--- src/rtl/bht_controller.sv ---
// Branch history table of 2-bit saturating counters with an init sweep,
// same-index update bypass and a saturating mispredict counter.
module bht_controller #(
  parameter int INDEX_BITS = 4,
  parameter int CNT_WIDTH  = 16
) (
  input  logic                 clk,
  input  logic                 reset,
  input  logic                 lookup_valid,
  input  logic [15:0]          lookup_pc,
  input  logic                 update_valid,
  input  logic [15:0]          update_pc,
  input  logic                 update_taken,
  input  logic                 update_predicted,
  output logic                 ready,
  output logic                 pred_valid,
  output logic                 pred_taken,
  output logic [1:0]           pred_state,
  output logic [CNT_WIDTH-1:0] mispredict_count
);

  localparam int DEPTH = 1 << INDEX_BITS;

  typedef enum logic {
    INIT,
    RUN
  } state_t;

  state_t                  state_q, state_d;
  logic [INDEX_BITS-1:0]   init_idx_q, init_idx_d;
  logic [1:0]              tbl_q [DEPTH];
  logic [1:0]              tbl_d [DEPTH];
  logic                    pred_valid_q, pred_valid_d;
  logic                    pred_taken_q, pred_taken_d;
  logic [1:0]              pred_state_q, pred_state_d;
  logic [CNT_WIDTH-1:0]    cnt_q, cnt_d;

  logic [INDEX_BITS-1:0]   lk_idx;
  logic [INDEX_BITS-1:0]   up_idx;
  logic [1:0]              up_old;
  logic [1:0]              up_new;
  logic [1:0]              lk_val;
  logic                    unused_pc;

  assign lk_idx = lookup_pc[INDEX_BITS:1];
  assign up_idx = update_pc[INDEX_BITS:1];

  // PC bits outside the index field are deliberately ignored (aliasing).
  assign unused_pc = ^{lookup_pc[15:INDEX_BITS+1], lookup_pc[0],
                       update_pc[15:INDEX_BITS+1], update_pc[0]};

  always_comb begin
    up_old = tbl_q[up_idx];
    up_new = up_old;
    if (update_taken) begin
      if (up_old != 2'b11) up_new = up_old + 2'd1;
    end else begin
      if (up_old != 2'b00) up_new = up_old - 2'd1;
    end
  end

  // Same-index bypass: the lookup sees the value being written this edge.
  always_comb begin
    lk_val = tbl_q[lk_idx];
    if (update_valid && (up_idx == lk_idx)) lk_val = up_new;
  end

  always_comb begin
    state_d      = state_q;
    init_idx_d   = init_idx_q;
    tbl_d        = tbl_q;
    pred_valid_d = 1'b0;
    pred_taken_d = pred_taken_q;
    pred_state_d = pred_state_q;
    cnt_d        = cnt_q;
    unique case (state_q)
      INIT: begin
        tbl_d[init_idx_q] = 2'b01;
        init_idx_d        = init_idx_q + 1'b1;
        if (init_idx_q == INDEX_BITS'(DEPTH - 1)) state_d = RUN;
      end
      RUN: begin
        if (update_valid) begin
          tbl_d[up_idx] = up_new;
          if ((update_taken != update_predicted) && (cnt_q != '1))
            cnt_d = cnt_q + 1'b1;
        end
        if (lookup_valid) begin
          pred_valid_d = 1'b1;
          pred_state_d = lk_val;
          pred_taken_d = lk_val[1];
        end
      end
      default: state_d = INIT;
    endcase
  end

  always_ff @(posedge clk) begin
    if (reset) begin
      state_q      <= INIT;
      init_idx_q   <= '0;
      pred_valid_q <= 1'b0;
      pred_taken_q <= 1'b0;
      pred_state_q <= 2'b00;
      cnt_q        <= '0;
    end else begin
      state_q      <= state_d;
      init_idx_q   <= init_idx_d;
      pred_valid_q <= pred_valid_d;
      pred_taken_q <= pred_taken_d;
      pred_state_q <= pred_state_d;
      cnt_q        <= cnt_d;
    end
  end

  // Table contents need no reset: every reset is followed by a full sweep.
  always_ff @(posedge clk) begin
    if (!reset) tbl_q <= tbl_d;
  end

  assign ready            = (state_q == RUN);
  assign pred_valid       = pred_valid_q;
  assign pred_taken       = pred_taken_q;
  assign pred_state       = pred_state_q;
  assign mispredict_count = cnt_q;

endmodule

--- config.mk ---
export PLATFORM = sky130hd
export DESIGN_NAME = bht_controller
export DESIGN_NICKNAME = d
export VERILOG_FILES = /design/src/rtl/bht_controller.sv
export SDC_FILE = /design/constraint.sdc
export NUM_CORES = 1
export LEC_CHECK = 0
export ABC_AREA = 1
export BUFFER_PORTS_ARGS = -buffer_cell sky130_fd_sc_hd__buf_4
export CORE_MARGIN = 1
export CORE_UTILIZATION = 60
export CTS_BUF_LIST = sky130_fd_sc_hd__clkbuf_4
export CTS_CLUSTER_DIAMETER = 150
export CTS_CLUSTER_SIZE = 28
export DETAILED_ROUTE_END_ITERATION = 6
export PLACE_DENSITY = 0.94
export SLEW_MARGIN = 0
export SYNTH_ARGS = -nofsm -noshare
export SYNTH_HDL_FRONTEND = slang
export SYNTH_SLANG_ARGS = --single-unit
--- constraint.sdc ---
create_clock -name clk -period 3.5 [get_ports clk]
set_clock_uncertainty 0.05 [all_clocks]
set_input_delay 0.35 -clock clk [delete_from_list [all_inputs] [get_ports clk]]
set_output_delay 0.35 -clock clk [all_outputs]
set_load 0.005 [all_outputs]
## After elaboration in Yosys (flattened, before gate mapping)

Index checks and enable logic that the tools add are counted.

| word-level totals | value |
|---|---|
| output and inout port bits | 21 |
| bits of input ports | 38 |
| logic and storage cells | 74 |
| register bits after elaboration | 57 |

| cells by class | value |
|---|---|
| bitwise gates (word level) | 8 |
| eq/ne operators | 6 |
| reduce and logical (&&, ||, !) cells | 9 |
| $add $sub $neg | 4 |
| order comparisons | 5 |
| muxes and demuxes | 20 |

Operators by type and width:

| cell | number |
|---|---|
| 32-bit case mux with 2 select lines | 1 |
| 32-bit bitwise mux | 1 |
| 32-bit two-way mux | 1 |
| 2-bit two-way mux | 10 |
| 16-bit by 1-bit adder with 16-bit output, second input constant | 1 |
| 16-bit AND | 1 |
| 2-bit binary-select mux with 4-bit select | 2 |
| 2-bit demux with 4-bit select | 2 |
| 16-bit != test, second input constant | 1 |
| 16-bit NOT | 1 |
| 16-bit bitwise OR | 1 |
| 5-bit >= comparator, second input constant | 3 |
| 4-bit NOT with 5-bit output | 3 |
| 5-bit by 1-bit less-than comparator with 1-bit output, second input constant | 2 |
| 4-bit by 1-bit adder with 4-bit output, second input constant | 1 |
| 4-bit equality test | 1 |
| 4-bit equality test, second input constant | 1 |
| 1-bit logical AND | 4 |
| 2-bit != test, second input constant | 2 |
| 2-bit AND reduction | 2 |
| 1-bit two-way mux | 3 |
| 3-bit AND reduction | 1 |
| 2-bit by 1-bit adder with 2-bit output, second input constant | 1 |
| 1-bit NOT | 2 |
| other kinds (4) | 4 |

## Logic depth before layout (Yosys ltp)

Gate-level depths: netlist of the first run.

| depth | value |
|---|---|
| depth in word-level cells | 10 |
| mapped depth | 14 |
| depth with buffers taken out | 13 |

## Worst setup path after synthesis of the first run

OpenSTA, ideal clock, no wires.

| timing path | value |
|---|---|
| path type | register -> register |
| from | reg cnt_q[0], in the netlist mispredict_count[0] |
| to | reg cnt_q[10], in the netlist mispredict_count[10] |
| setup time | 0.070 ns |
| arrival time | 1.634 ns |
| stages on the path, launching flop included | 12 |
| clock period less this slack | 1.754 ns |
| buffers on the path | 0 |
| path slack | 1.746 ns |
| required time | 3.380 ns |
| cell sequence | dfxtp_1 ha_1 nand2_1 nor3_1 nand4_1 nand2_2 inv_2 nand2_1 inv_1 nand2_1 o21ai_0 a21oi_1 |

| on the way | value |
|---|---|
| cells in the longest elaborated chain, start to end | 3 |
| elaborated cells on any way between the ends | 4 |
| those cells by class | 1 x add/sub; 1 x eq/ne; 2 x reduce/logical |

Ends and longest elaborated chain:

| what | RTL line | text |
|---|---|---|
| from (decl) | 36 | `logic [CNT_WIDTH-1:0] cnt_q, cnt_d;` |
| from (signal assigned) | 112 | `cnt_q <= cnt_d;` |
| branches (longest 3 deep; another with 16-bit by 1-bit adder with 16-bit output) | - |  |

Parallel ways; which one is timed is not known.
A chain may end at the register's enable or synchronous reset.

## Worst setup path after layout of the first run

Same ends and word-level chain as after synthesis.

==> impl_metrics.json, run 1 <==
{
  "setup_ws_ps": 1140,
  "p_int_w": 0.000884,
  "dp.final_hpwl_um": 7280,
  "r2r-start": "mispredict_count[0]",
  "status": "completed",
  "min_period_ps": 2360,
  "reg2reg_to": "mispredict_count[10]",
  "area_growth_pct": 8.55,
  "grt_pass1_vias": 3662,
  "first_iter_violations": 710,
  "synthAdderAreaFrac_pct": 1.68,
  "h-tree-depth": 2,
  "hold_class": "input port to register",
  "required_ps": 3790,
  "ys_ff_latch": 56,
  "cts-resized-gates": 0,
  "synth_cell_types": 32,
  "utilization_pct": 67.7,
  "hold_violations": 0,
  "cts.sinks": 56,
  "cp_max_fo": 9,
  "dp_slack_ps": 1010,
  "cp_data_arrival_time_ps": 2650,
  "setup-tns-final_ps": 0,
  "synth_compound_area_share_pct": 18.9,
  "clockBufferDepth": 2,
  "power.share.sequential_pct": 57.5,
  "cp-end-kind": "register",
  "max_cap_violations": 0,
  "ctsHoldBuffers": 0,
  "dr_total_vias": 3968,
  "grtUsageTotal_pct": 33.7,
  "gp_congestion": 0.986,
  "clkLatencyLatePin_ps": 410,
  "crit_type": "register to register",
  "min_to": "pred_state[0]",
  "die-area_mm2": 0.00651,
  "core_mm2": 0.00596,
  "ys_seq_area_share_pct": 38.8,
  "leakagePower_nw": 1.75,
  "syn-num-nets": 596,
  "routed_wirelength_um": 10300,
  "initial_utilization_pct": 62.4,
  "clock-root-buffer": "clkbuf_4",
  "holdPathStages": 2,
  "grt_pass1_wl_um": 16800,
  "clk_pin_slew_ps": 180,
  "fmax_mhz": 424,
  "synth_top_family_by_area": "simple AND/OR/NAND/NOR gates",
  "drive_gt1_share_pct": 10.8,
  "muxShareOfSynthArea_pct": 0,
  "setup_viol": 0,
  "wl_per_cell_um": 15.9,
  "vias_per_cell": 6.10,
  "io_buffers": 34,
  "vdd_ir_drop_max_mv": 0.235,
  "fp.dieW_um": 80.7,
  "worstMarginPinSlew_ps": 600,
  "ys_warn_count": 0,
  "antenna_found_initial": 0,
  "critPathMaxStageDelay_ps": 510,
  "power_density_mw_per_mm2": 323,
  "period_share_pct": 67.4,
  "crit_slowest_cell": "nor3_1",
  "postCtsSetupBuffers": 0,
  "start_kind": "register",
  "numCtsBuffers": 5,
  "path_cells": "ha_1, nand2_1, nor3_1, nand4_1, nand2_2, inv_2, nand2_1, inv_1, nand2_1, o21ai_0, a21oi_1",
  "dieHeight_um": 80.7,
  "drt_first_pass_iters": 6,
  "drc": 0,
  "syn_area_mm2": 0.00372,
  "n_antenna_cell": 0,
  "grt_max_degree": 42,
  "io_pins": 59,
  "ant_nets": 0,
  "min_from": "reset",
  "fillers": 512,
  "reg2regPathDepth": 11,
  "reg2reg_slack_ps": 1140,
  "grt_setup_unrepaired": "false",
  "nets": 618,
  "syn-instance-count": 553,
  "path_common_cell": "nand2_1",
  "cts_tree": "yes",
  "combPwrFrac_pct": 19.0,
  "p_clk_share_pct": 23.5,
  "power_switching_w": 0.000420,
  "slew_headroom_pct": 59.7,
  "drv_slew": 0,
  "synth-xor-area-share_pct": 0.707,
  "sw_frac_of_total_pct": 32.2,
  "synth_simple_gate_area_share_pct": 30.4,
  "grt_overflow": 0,
  "rows": 28,
  "synth_area_per_cell_um2": 6.72
}
==> synthesized netlist by cell type, drive strengths merged <==
cell type,instances,area [µm²]
a21boi,1,7.51
a21oi,27,135
a31oi,1,6.26
buf,7,55.1
clkbuf,15,56.3
clkinv,1,3.75
dfxtp,24,480
edfxtp,32,961
ha,5,62.6
inv,64,240
nand2,152,576
nand3,24,120
nand4,4,25.0
nor2,85,322
nor3,12,65.1
nor3b,3,22.5
o211a,1,10.0
o211ai,5,37.5
o21a,1,7.51
o21ai,69,383
o22ai,14,87.6
o32ai,3,26.3
xnor2,1,8.76
xor2,2,17.5
==> per-layer routing <==
metal	track usage [%]	vias to the layer above	share of wire, %
met5	0	-	0
met4	18.0	0	3.7
met3	5.45	43	11
met2	53.0	256	47
met1	44.4	1807	39
li1	-	1862	-
==> cell type report <==
cell class                      count  area (µm²)  area share [%]
Clock buffer                        5        37.5           0.931
Clock inverter                      3        20.0           0.496
Inverter                           65         244            6.05
Multi-Input combinational cell    410        1920            47.6
Sequential cell                    56        1440            35.7
Tap cell                           75        93.8            2.33
Timing Repair Buffer               37         278            6.89
==> critical path, delay by kind of cell, from the launching register on <==
family	cells	cell delay (ps)
buf+inv	2	200
flops	1	430
fa+ha+maj	1	210
simple gates	6	1200
compound gates	2	210
==> state kept, by name, indices dropped and copies added (netlist names) <==
signal	flops
init_idx_q	4
mispredict_count	16
pred_state	1
pred_taken	1
pred_valid	1
ready	1
tbl_q	32
==> power by group through the flow <==
| stage | clock network, W | registers, W | logic, W |
|---|---|---|---|
| final | 0.000307 | 0.000749 | 0.000248 |
| after global routing | 0.000325 | 0.000752 | 0.000272 |
| after CTS | 0.000307 | 0.000749 | 0.000241 |
| after detailed placement | 0 | 0.000763 | 0.000239 |
| after global placement | 0 | 0.000761 | 0.000228 |
| after floorplan | 0 | 0.000755 | 0.000175 |
==> logic make-up (layout without fill, tap and decap cells) <==
logic type / Yosys count / after routing
flops: 56 / 56
simple gates: 280 / 280
buf+inv: 87 / 110
fa+ha+maj: 5 / 5
compound gates: 122 / 122
xor+xnor: 3 / 3
==> through the flow <==
step	area (µm²)	hold WS [ps]	std cells	total power [W]
finish	4030	136	651	0.00130
global route	4030	128	651	0.00135
CTS	4030	122	651	0.00130
detailed placement	3980	414	643	0.00100
global placement	3980	408	643	0.000989
floorplan	3720	411	553	0.000930
==> how the worst max path moves through the flow <==
stage / from / endpoint / slack, ps / cells past startpoint
2_1_floorplan: mispredict_count[0] / mispredict_count[10] / 1750 / 11
3_5_place_dp: update_pc[1] / tbl_q[26] / 1010 / 14
4_1_cts: mispredict_count[0] / mispredict_count[10] / 1180 / 11
3_3_place_gp: update_pc[1] / tbl_q[26] / 1120 / 14
6_report: mispredict_count[0] / mispredict_count[10] / 1140 / 11
5_1_grt: mispredict_count[0] / mispredict_count[8] / 950 / 11
==> cell usage in the layout (no fill, tap or decap), types with 2 or more instances in the layout <==
cell        n
nand2_1   150
nor2_1     84
inv_1      61
o21ai_0    56
buf_4      37
edfxtp_1   32
a21oi_1    27
nand3_1    24
dfxtp_1    24
o22ai_1    14
nor3_1     11
o21ai_2    10
o211ai_1    5
ha_1        5
clkbuf_4    5
nand4_1     4
o21ai_1     3
inv_2       3
o32ai_1     3
nor3b_1     3
nand2_2     2
xor2_1      2
No activity file was read; power rests on OpenSTA's default activity.
==> run 2: changes to the inputs <==
--- a/config.mk
+++ b/config.mk
@@ -5,15 +5,15 @@
 export SDC_FILE = /design/constraint.sdc
 export NUM_CORES = 1
 export LEC_CHECK = 0
-export ABC_AREA = 1
+export ABC_AREA = 0
 export BUFFER_PORTS_ARGS = -buffer_cell sky130_fd_sc_hd__buf_4
 export CORE_MARGIN = 1
-export CORE_UTILIZATION = 60
+export CORE_UTILIZATION = 58
 export CTS_BUF_LIST = sky130_fd_sc_hd__clkbuf_4
 export CTS_CLUSTER_DIAMETER = 150
 export CTS_CLUSTER_SIZE = 28
 export DETAILED_ROUTE_END_ITERATION = 6
-export PLACE_DENSITY = 0.94
+export PLACE_DENSITY = 0.92
 export SLEW_MARGIN = 0
 export SYNTH_ARGS = -nofsm -noshare
 export SYNTH_HDL_FRONTEND = slang
==> constraint.sdc (replaced) <==
create_clock -name clk -period 2.39 [get_ports clk]
set_clock_uncertainty 0.05 [all_clocks]
set_input_delay 0.239 -clock clk [delete_from_list [all_inputs] [get_ports clk]]
set_output_delay 0.239 -clock clk [all_outputs]
set_load 0.005 [all_outputs]
==> run 2 against run 1 <==
Effect of this change: first-iteration DRC count is 46% lower; clock power is 74% higher; non-clock buffer count is 7 higher; global-route usage is 3.4 points lower; critical path type unchanged; largest power group unchanged; utilization is 0.16 points lower.
==> impl_metrics.json, run 2 <==
{
  "setup-tns-final_ps": 0,
  "ctsHoldBuffers": 0,
  "path_cells": "mux4_2, a22oi_1, nand2_1, maj3_2, nand2_1, o21ai_0",
  "leakagePower_nw": 1.36,
  "core_mm2": 0.00564,
  "grt_max_degree": 34,
  "initial_utilization_pct": 61.4,
  "min_period_ps": 2310,
  "setup_ws_ps": 76.4,
  "ys_ff_latch": 56,
  "cpLargestDelayFamily": "multiplexers",
  "routed_wirelength_um": 8900,
  "vdd_ir_drop_max_mv": 0.319,
  "synth-async-reset-ratio_pct": 0,
  "area_growth_pct": 10.0,
  "dp_cells": 441,
  "required_ps": 2470,
  "dp_slack_ps": 70.0,
  "critPathMaxStageDelay_ps": 500,
  "die-area_mm2": 0.00629,
  "synth_top_cell_area_share_pct": 27.7,
  "fmax_mhz": 432,
  "hold_class": "input port to register",
  "grtUsageTotal_pct": 30.3,
  "dieHeight_um": 79.3,
  "cp_max_fo": 5,
  "instances_no_fill": 449,
  "wl_per_cell_um": 19.8,
  "crit_slowest_cell": "mux4_2",
  "ys.flop_type": "edfxtp_1",
  "synthTopCellsByCount": "nand2_1 (40), edfxtp_1 (32), a21oi_1 (31)",
  "h-tree-depth": 2,
  "worst-path-buf-inv": 0,
  "postCtsSetupBuffers": 0,
  "power_w": 0.00196,
  "first_iter_violations": 384,
  "synth_cell_types": 45,
  "io_buffers": 34,
  "mostFrequentLayoutCell": "buf_4",
  "synth_area_per_cell_um2": 9.70,
  "syn-instance-count": 357,
  "utilization_pct": 67.6,
  "numCtsBuffers": 5,
  "grt_pass1_vias": 2911,
  "setup_viol": 0,
  "synth_top_area_cell": "edfxtp_1",
  "drive_gt1_share_pct": 21.8,
  "cts-resized-gates": 0,
  "grt_overflow": 0,
  "drc": 0,
  "fp.dieW_um": 79.3,
  "drt_first_pass_iters": 5,
  "gp_congestion": 1.01,
  "path_common_cell": "nand2_1",
  "clockBufferDepth": 2,
  "cp_data_arrival_time_ps": 2400,
  "cts.sinks": 56,
  "clk_pin_slew_ps": 160,
  "crit_type": "register to register",
  "nets": 419,
  "syn-num-nets": 400,
  "power_density_mw_per_mm2": 513,
  "io_pins": 59,
  "dr_total_vias": 3011,
  "antenna_found_initial": 0,
  "dp.final_hpwl_um": 6430,
  "drv_slew": 0,
  "rows": 27,
  "ys_seq_area_share_pct": 41.6,
  "worstMarginPinSlew_ps": 650,
  "synth_edf_count": 32,
  "mostFrequentLayoutCells": "buf_4 (44), nand2_1 (40), edfxtp_1 (32), a21oi_1 (31), nor2_1 (26)",
  "status": "completed",
  "largest_register_ff_count": 32,
  "clock-root-buffer": "clkbuf_4",
  "max_cap_violations": 0,
  "grt_setup_unrepaired": "false",
  "period_share_pct": 96.8,
  "fillers": 432,
  "cts_tree": "yes",
  "regMostFlops": "tbl_q",
  "hold_violations": 0,
  "cp-end-kind": "register",
  "syn_area_mm2": 0.00346,
  "vias_per_cell": 6.71,
  "ys_warn_count": 0,
  "n_antenna_cell": 0,
  "yosysMostFrequentCell": "nand2_1",
  "ant_nets": 0,
  "slew_headroom_pct": 56.5,
  "grt_pass1_wl_um": 14300,
  "synth_area_leaders": "edfxtp_1 (28%), dfxtp_1 (14%), mux4_2 (11%), xor2_1 (4.6%), a21oi_1 (4.5%)",
  "start_kind": "register",
  "clkLatencyLatePin_ps": 390
}
run 2: cell count changes in the layout (fill, tap and decap cells not counted), moves of 16 or more:
cell and delta:
nand2_1 -110, nor2_1 -58, inv_1 -57, o21ai_0 -40
mux4_2 +17, xor2_1 +16
run 2: layer usage:
metal / up-vias / share of wire, % / track usage, %
met5: - / 0 / 0
met4: 0 / 4.3 / 17.3
met3: 44 / 12 / 8.62
met2: 208 / 46 / 46.2
met1: 1412 / 37 / 38.5
li1: 1347 / - / -
run 2: per-stage QoR:
stage	hold slack (ps)	instance area (µm²)
finish	101	3810
global route	122	3810
CTS	103	3810
detailed placement	457	3730
global placement	446	3730
floorplan	381	3460
run 2: cells by family after synthesis:
| logic type | Yosys count | synth area share, % |
|---|---|---|
| simple gates | 141 | 21.1 |
| compound gates | 75 | 12.5 |
| flops | 56 | 41.6 |
| buf+inv | 36 | 4.84 |
| xor+xnor | 23 | 5.81 |
| mux | 19 | 11.6 |
| fa+ha+maj | 7 | 2.46 |
run 2: area by class of cell:
type | instances | area, µm² | area share [%]
inverter | 4 | 15.0 | 0.394
clock inverter | 3 | 41.3 | 1.08
clock buffer | 5 | 37.5 | 0.985
tap | 72 | 90.1 | 2.36
timing repair buffer | 44 | 330 | 8.66
multi-input combinational | 265 | 1860 | 48.7
sequential | 56 | 1440 | 37.8
run 2: path summary, 6_finish.rpt:
path,start,endpoint,slack [ps],depth (start not counted)
setup reg to reg,tbl_q[25],tbl_q[17],80,6
hold / removal,lookup_valid,pred_state[0],100,3
setup / recovery,tbl_q[25],tbl_q[17],80,6
hold reg to reg,mispredict_count[1],mispredict_count[1],480,2
run 2: tightest hold or removal path, cell delays in order:
cell and delay [ps]:
buf_4 90, a21oi_1 60, nor3_1 110
run 2: report_power, final:
part	switching, W	internal (W)	leakage [nW]
Combinational	0.000181	0.000137	0.812
Sequential	0.0000389	0.00107	0.504
Clock	0.000314	0.000220	0.0455
Total	0.000533	0.00142	1.36
